<file path="src/rtl/seg7_readback.sv">
// Multiplexed 7-segment bus readback: debounces each (segments, digit select) pattern
// and decodes it back to a per-digit hex nibble, flagging illegal patterns and selects.
module seg7_readback #(
    parameter int NUM_DIGITS    = 4,
    parameter int STABLE_CYCLES = 4
) (
    input  logic                    clk,
    input  logic                    reset,
    input  logic [6:0]              seg_in,
    input  logic [NUM_DIGITS-1:0]   dig_sel,
    output logic [4*NUM_DIGITS-1:0] hex_out,
    output logic [NUM_DIGITS-1:0]   digit_valid,
    output logic [NUM_DIGITS-1:0]   digit_blank,
    output logic                    update,
    output logic                    bad_pattern,
    output logic                    sel_error
);

    localparam int RW = $clog2(STABLE_CYCLES + 1);
    localparam logic [RW-1:0] SC = RW'(STABLE_CYCLES);

    logic [6:0]            prev_seg;
    logic [NUM_DIGITS-1:0] prev_sel;
    logic [RW-1:0]         run;
    logic [RW-1:0]         run_next;
    logic [NUM_DIGITS-1:0] sel_m1;
    logic                  sel_onehot;
    logic                  capture;
    logic                  pat_legal;
    logic                  pat_blank;
    logic [3:0]            pat_nib;

    assign sel_m1     = dig_sel - NUM_DIGITS'(1);
    assign sel_onehot = (dig_sel != '0) && ((dig_sel & sel_m1) == '0);

    // Run length saturates at SC so a long stable window yields one capture only
    always_comb begin
        run_next = '0;
        if (!sel_onehot)
            run_next = '0;
        else if (seg_in == prev_seg && dig_sel == prev_sel && run != '0)
            run_next = (run == SC) ? SC : run + RW'(1);
        else
            run_next = RW'(1);
    end

    assign capture = sel_onehot && (run_next == SC) && (run != SC);

    always_comb begin
        pat_legal = 1'b1;
        pat_blank = 1'b0;
        pat_nib   = 4'h0;
        case (seg_in)
            7'b1111110: pat_nib = 4'h0;
            7'b0110000: pat_nib = 4'h1;
            7'b1101101: pat_nib = 4'h2;
            7'b1111001: pat_nib = 4'h3;
            7'b0110011: pat_nib = 4'h4;
            7'b1011011: pat_nib = 4'h5;
            7'b1011111: pat_nib = 4'h6;
            7'b1110000: pat_nib = 4'h7;
            7'b1111111: pat_nib = 4'h8;
            7'b1111011: pat_nib = 4'h9;
            7'b1110111: pat_nib = 4'hA;
            7'b0011111: pat_nib = 4'hB;
            7'b1001110: pat_nib = 4'hC;
            7'b0111101: pat_nib = 4'hD;
            7'b1001111: pat_nib = 4'hE;
            7'b1000111: pat_nib = 4'hF;
            7'b0000000: begin
                pat_legal = 1'b0;
                pat_blank = 1'b1;
            end
            default:    pat_legal = 1'b0;
        endcase
    end

    always_ff @(posedge clk) begin
        if (reset) begin
            prev_seg    <= '0;
            prev_sel    <= '0;
            run         <= '0;
            hex_out     <= '0;
            digit_valid <= '0;
            digit_blank <= '0;
            update      <= 1'b0;
            bad_pattern <= 1'b0;
            sel_error   <= 1'b0;
        end else begin
            prev_seg    <= seg_in;
            prev_sel    <= dig_sel;
            run         <= run_next;
            update      <= capture;
            bad_pattern <= capture && !pat_legal && !pat_blank;
            sel_error   <= (dig_sel != '0) && !sel_onehot;
            for (int i = 0; i < NUM_DIGITS; i++) begin
                if (capture && dig_sel[i]) begin
                    if (pat_legal) begin
                        hex_out[4*i +: 4] <= pat_nib;
                        digit_valid[i]    <= 1'b1;
                        digit_blank[i]    <= 1'b0;
                    end else begin
                        digit_valid[i]    <= 1'b0;
                        digit_blank[i]    <= pat_blank;
                    end
                end
            end
        end
    end

endmodule

</file>
<file path="config.mk">
export PLATFORM = sky130hd
export DESIGN_NAME = seg7_readback
export DESIGN_NICKNAME = d
export VERILOG_FILES = /design/src/rtl/seg7_readback.sv
export SDC_FILE = /design/constraint.sdc
export NUM_CORES = 1
export LEC_CHECK = 0
export CORE_UTILIZATION = 48
export DETAILED_ROUTE_END_ITERATION = 12
export HOLD_SLACK_MARGIN = 0.02
export PLACE_DENSITY = 0.78
export SKIP_CTS_REPAIR_TIMING = 1
export SYNTH_ARGS = -nofsm -noshare
export SYNTH_HDL_FRONTEND = slang
export SYNTH_SLANG_ARGS = --single-unit
</file>
<file path="constraint.sdc">
create_clock -name clk -period 3 [get_ports clk]
set_clock_uncertainty 0.05 [all_clocks]
set_input_delay 0.6 -clock clk [delete_from_list [all_inputs] [get_ports clk]]
set_output_delay 0.6 -clock clk [all_outputs]
set_load 0.05 [all_outputs]
</file>
* Yosys cells after proc, flatten, opt, wreduce, memory -nomap -nowiden
Index checks and enable logic that the tools add are counted.
** Operators by class
- Add/sub/neg operators :: 2
- Equal/unequal tests :: 21
- Mux-type cells :: 8
- Bitwise logic cells :: 1
- Reduce and logical (&&, ||, !) cells :: 24
** Operators by type and width (count)
- $eq A7 B7 Y1 const B :: 12
- $pmux W4 S15 :: 1
- $eq A7 B6 Y1 const B :: 3
- $reduce_or A16 Y1 :: 1
- $logic_and A1 B1 Y1 :: 12
- $mux W3 :: 3
- $reduce_and A2 Y1 :: 4
- $eq A7 B5 Y1 const B :: 1
- $eq A7 B7 Y1 :: 1
- $logic_not A7 Y1 :: 1
- $eq A3 B3 Y1 const B :: 2
- $and A4 B4 Y4 :: 1
- $eq A4 B4 Y1 :: 1
- $logic_not A4 Y1 :: 1
- $mux W1 :: 4
- $reduce_bool A4 Y1 :: 1
- $sub A4 B1 Y4 const B :: 1
- $add A3 B1 Y3 const B :: 1
- $logic_not A1 Y1 :: 3
- $ne A3 B3 Y1 const B :: 1
- $reduce_bool A3 Y1 :: 1
** Storage, ports and cells
- Register bits after elaboration :: 41
- Output and inout port bits :: 27

* Longest topological paths before layout
Gate-level depths: netlist of the first run.
- Depth after elaboration :: 10
- Mapped depth :: 9
- Mapped depth without buffers :: 8

* Worst setup path before layout of the first run
No wires, ideal clock.
- Kind :: input -> register
- Start point :: input dig_sel[2]
- End point :: register hex_out[5]
- Library setup time :: 0.119 ns
- Arrival time :: 2.395 ns
- Data required time :: 2.831 ns
- Setup slack :: 0.436 ns
- Stages :: 7
- Buffers on the path :: 1
- Cell sequence :: buf_2 xor2_1 or4b_4 nor4_4 nand3_2 or2_1 mux2i_1
** On the way
- Word-level cells in the longest chain between the ends :: 10
- Elaborated cells on any way between the ends :: 15
- Classes of those cells :: add/sub: 1; eq/ne: 2; mux: 2; bitwise: 1; reduce/logical: 9
** Ends and longest elaborated chain
- start, declared :: RTL line 10 : input logic [NUM_DIGITS-1:0] dig_sel,
- $sub A4 B1 Y4 or $eq A4 B4 Y1 (tied branches) :: RTL line 33, 41
- $and A4 B4 Y4 or $logic_and A1 B1 Y1 (tied branches) :: RTL line 34, 41
- $logic_not A4 Y1 or $logic_and A1 B1 Y1 (tied branches) :: RTL line 34, 41
- $logic_and A1 B1 Y1 or $mux W3 (tied branches) :: RTL line 34, 41
- $mux W3 :: RTL line 39 : if (!sel_onehot)
- $eq A3 B3 Y1 :: RTL line 47 : assign capture = sel_onehot && (run_next == SC) && (run != SC);
- $logic_and A1 B1 Y1 * (2 in series) :: RTL line 47
- $logic_and A1 B1 Y1 * :: RTL line 97 : if (capture && dig_sel[i]) begin
- $reduce_and A2 Y1 (no line) *
- end signal, assigned by index :: RTL line 99 : hex_out[4*i +: 4] <= pat_nib;
- end, declared :: RTL line 11 : output logic [4*NUM_DIGITS-1:0] hex_out,
Every way passes the cells marked *; elsewhere a longest branch is shown, timed or not.
A chain may end at the register's enable or synchronous reset.

* Worst setup path in the final report of the first run
- Start point :: input seg_in[6]
- End point :: register hex_out[2]
** On the way
- Word-level cells in the longest chain between the ends :: 10
- Elaborated cells on any way between the ends :: 29
- Classes of those cells :: eq/ne: 18; mux: 4; reduce/logical: 7
** Ends and longest elaborated chain
- start, declared :: RTL line 9 : input logic [6:0] seg_in,
- $eq A7 B7 Y1 :: RTL line 41 : else if (seg_in == prev_seg && dig_sel == prev_sel && run != '0)
- $logic_and A1 B1 Y1 (2 in series) :: RTL line 41
- $mux W3 :: RTL line 41
- $mux W3 :: RTL line 39
- $eq A3 B3 Y1 :: RTL line 47
- $logic_and A1 B1 Y1 (2 in series) :: RTL line 47
- $logic_and A1 B1 Y1 :: RTL line 97
- $reduce_and A2 Y1 (no line)
Several ways; a longest one is shown, not always the timed one.

==> results of run 1 <==
kinds of logic after synthesis:
logic type	after synthesis	share of synthesized area [%]
AOI/OAI and AO/OA	41	12.81
DFF	41	39.64
adders and majority gates	3	1.692
muxes	10	4.894
and+or+nand+nor	103	30.57
xor gates and xnor gates	13	5.861
buffers and inverters	22	4.531
area by class of cell:
type                            instances  area [sq um]  area share (%)
Multi-Input combinational cell        170          1156           41.60
Tap cell                               50         62.56           2.251
Timing Repair Buffer                   70         623.1           22.42
Clock buffer                            6         82.58           2.972
Inverter                                7         26.28          0.9455
Sequential cell                        41         820.8           29.54
Clock inverter                          1         7.507          0.2701
layer usage:
layer	part of all wire, %	routed length, microns	track usage, %	up-vias
met5	0	0	0	-
met4	1.9	95	9.840	0
met3	4.8	234	4.392	8
met2	47	2325	37.62	45
met1	46	2246	30.76	873
li1	-	-	-	950
worst paths after layout:
check,from,endpoint,slack [ns]
max,seg_in[6],hex_out[2],0.21
min,hex_out[11],hex_out[11],0.41
max reg2reg,run[0],hex_out[1],0.49
min reg2reg,hex_out[11],hex_out[11],0.41
cells in the final DEF (no fill, tap or decap), types with 4 or more instances in the layout:
cell type	n
sky130_fd_sc_hd__a21oi_1	5
sky130_fd_sc_hd__buf_4	31
sky130_fd_sc_hd__clkbuf_8	6
sky130_fd_sc_hd__clkdlybuf4s50_1	39
sky130_fd_sc_hd__dfxtp_1	41
sky130_fd_sc_hd__inv_1	6
sky130_fd_sc_hd__mux2i_1	9
sky130_fd_sc_hd__nand2_1	21
sky130_fd_sc_hd__nand2b_1	4
sky130_fd_sc_hd__nor2_1	12
sky130_fd_sc_hd__nor2b_1	15
sky130_fd_sc_hd__nor3_1	6
sky130_fd_sc_hd__nor4_1	7
sky130_fd_sc_hd__o211ai_1	7
sky130_fd_sc_hd__o21ai_0	14
sky130_fd_sc_hd__o22ai_1	4
sky130_fd_sc_hd__or2_2	4
sky130_fd_sc_hd__xor2_1	10
power by group through the flow:
stage | clock network (W) | logic, W | registers (W)
2_1_floorplan | 0 | 0.0000820 | 0.000574
3_3_place_gp | 0 | 0.000145 | 0.000571
3_5_place_dp | 0 | 0.000147 | 0.000571
4_1_cts | 0.000375 | 0.000148 | 0.000558
5_1_grt | 0.000400 | 0.000163 | 0.000559
6_report | 0.000369 | 0.000149 | 0.000558
state kept, by name (all words and copies together) (netlist names):
register	cells
prev_seg	7
sel_error	1
digit_blank	4
prev_sel	4
bad_pattern	1
digit_valid	4
update	1
hex_out	16
run	3
tightest hold or removal path: cells and delay by family, from the launching register on:
family           cells  cell delay (ns)
and+or+nand+nor      1             0.05
muxes                1             0.05
DFF                  1             0.31
through the flow:
stage          instances  hold WS (ns)  setup WS, ns  util, %  area [sq um]
6_report             345        0.4116        0.2085    68.49          2779
5_1_grt              345        0.4378       0.08401    68.49          2779
4_1_cts              345        0.4143        0.2232    68.49          2779
3_5_place_dp         338        0.4032      -0.07174    66.27          2689
3_3_place_gp         338        0.3949     -0.003221    66.27          2689
2_1_floorplan        233        0.5167        0.4355        -          2071
==> Flow_metrics.wiki, run 1 <==
{| class="wikitable"
! Metric !! Value
|-
| Clock share of power || 34.3%
|-
| Path length in cells of the critical path || 9
|-
| Leftover overflow at the end of global routing || 0
|-
| Worst path slowest cell || sky130_fd_sc_hd__clkdlybuf4s50_1
|-
| Number of hold violations in the final report || 0
|-
| Worst EP required || 3.16 ns
|-
| VDD IR max || 0.3124 mV
|-
| Cell type with the highest aggregate area in the netlist || sky130_fd_sc_hd__dfxtp_1
|-
| P_int || 0.0008053 W
|-
| Count of final max-slew check failures || 0
|-
| Commonest cells in the synthesized netlist || sky130_fd_sc_hd__dfxtp_1 (41), sky130_fd_sc_hd__nand2_1 (21), sky130_fd_sc_hd__nor2b_1 (15), sky130_fd_sc_hd__o21ai_0 (14), sky130_fd_sc_hd__nor2_1 (12)
|-
| Delay of the slowest critical-path stage || 0.46 ns
|-
| Fraction of layout cells with a size suffix above 1 || 18.31%
|-
| Violation count after the first detailed-route iteration || 109
|-
| Chip height || 67.68 microns
|-
| Worst Path Class, Setup || in -> reg
|-
| Routability cong. || 0.9334
|-
| Yosys warning total || 0
|-
| Count of flip-flops with a built-in enable after synthesis || 0
|-
| RSZ-0062 raised after global routing || no
|-
| Via density per instance || 5.438
|-
| Initial Util || 51.03%
|-
| Transition time of the tightest slew-check pin || 0.5178 ns
|-
| CTS tree || done
|-
| Mapped Cells || 233
|-
| Sequential Power Share || 51.9%
|-
| TNS Setup || 0 ns
|-
| Fmax achieved || 358.2 MHz
|-
| Number of nets in the synthesized netlist || 248
|-
| Count of filler cells inserted in the layout || 336
|-
| Sw Share || 25.17%
|-
| Remaining antenna violation count || 0
|-
| Clock latency of the later-clocked register in the worst-skew pair || 0.29 ns
|-
| Count of cells along the worst register-to-register path || 9
|-
| Overall power of the completed layout || 0.001076 W
|-
| Sequential share of the synthesized area || 39.64%
|-
| Number of buffers added by the clock tree synthesis step || 5
|-
| Final nets || 310
|-
| IO Count || 40
|-
| Ant diodes || 0
|-
| Leakage power of the design || 1.029 nW
|-
| Power per Cell Area || 387.3 nW/um^2
|-
| Crit path max fanout || 12
|-
| Number of sinks driven by the clock tree || 41
|-
| Number of design rule violations left after detail routing || 0
|-
| DR pass1 iterations || 4
|-
| Netlist cell types || 56
|-
| Floorplan row count || 23
|-
| Reported net switching power || 0.0002708 W
|-
| Routed wire length || 4901 microns
|-
| Floorplan Core Area || 4058 sq um
|-
| Dpl hpwl || 3773 microns
|-
| Startpoint type of the worst setup path || primary input
|-
| Vias in the first global route || 1750
|-
| Global Route Usage Sum || 23.55%
|-
| Mean instance size in the synthesized netlist || 8.887 sq um
|-
| Pin count of the biggest net entering global routing || 18
|-
| Type of destination of the critical path || flip-flop
|-
| Max-cap viol count || 0
|-
| Initial antenna violation count || 0
|-
| Sequence of cells on the critical path || clkdlybuf4s50_1, buf_4, buf_4, nand2b_1, nor4_1, a211oi_1, and3_1, or2_1, a211oi_1
|-
| Root buf cell || sky130_fd_sc_hd__clkbuf_8
|-
| Final worst path period share || 93.05%
|-
| H-Tree Level Count || 2
|-
| Top-area cell type share of the netlist area || 39.64%
|-
| Number of I/O port buffers || 39
|-
| Detailed-route wire length per cell || 14.21 microns
|-
| Clock transition at the registers of the reported paths || 0.08 ns
|-
| Die Footprint || 4581 sq um
|-
| Worst hold path depth || 2
|-
| Status || complete, no violations
|-
| Worst min-delay path category || reg -> reg
|-
| Logic pwr share || 13.8%
|-
| Critical path buffer and inverter count || 3
|-
| Final setup violation count || 0
|-
| Biggest area contributors in the synthesized netlist || sky130_fd_sc_hd__dfxtp_1 (40%), sky130_fd_sc_hd__nor2b_1 (4.5%), sky130_fd_sc_hd__mux2i_1 (4.4%)
|-
| Ys async rst share || 0%
|-
| Most common cell in the netlist || sky130_fd_sc_hd__dfxtp_1
|-
| CP Data Arrival Time || 2.95 ns
|-
| Worst slew margin relative to its limit || 65.12%
|-
| Number of flip-flops and latches in the synthesized netlist || 41
|-
| Global-route wire length before repair || 8010 microns
|-
| Vias after detailed routing || 1876
|-
| Cell area after technology mapping || 2071 sq um
|-
| Horizontal die dimension || 67.68 microns
|-
| Top FF cell, synth || sky130_fd_sc_hd__dfxtp_1
|-
| Worst-case clock buffer depth || 2
|-
| Final critical path time including I/O delays and setup || 2.792 ns
|-
| Area added between synthesis and finish || 34.20%
|-
| Kind of cell with the highest combined delay on the critical path || simple AND/OR/NAND/NOR gates
|}
No activity file was read; power rests on OpenSTA's default activity.
==> inputs of run 2 (changes only) <==
--- a/config.mk
+++ b/config.mk
@@ -13,3 +13,4 @@
 export SYNTH_ARGS = -nofsm -noshare
 export SYNTH_HDL_FRONTEND = slang
 export SYNTH_SLANG_ARGS = --single-unit
+export TNS_END_PERCENT = 100
==> results of run 2 <==
No change in the layout: final DEF, timing and power equal those of run 1.
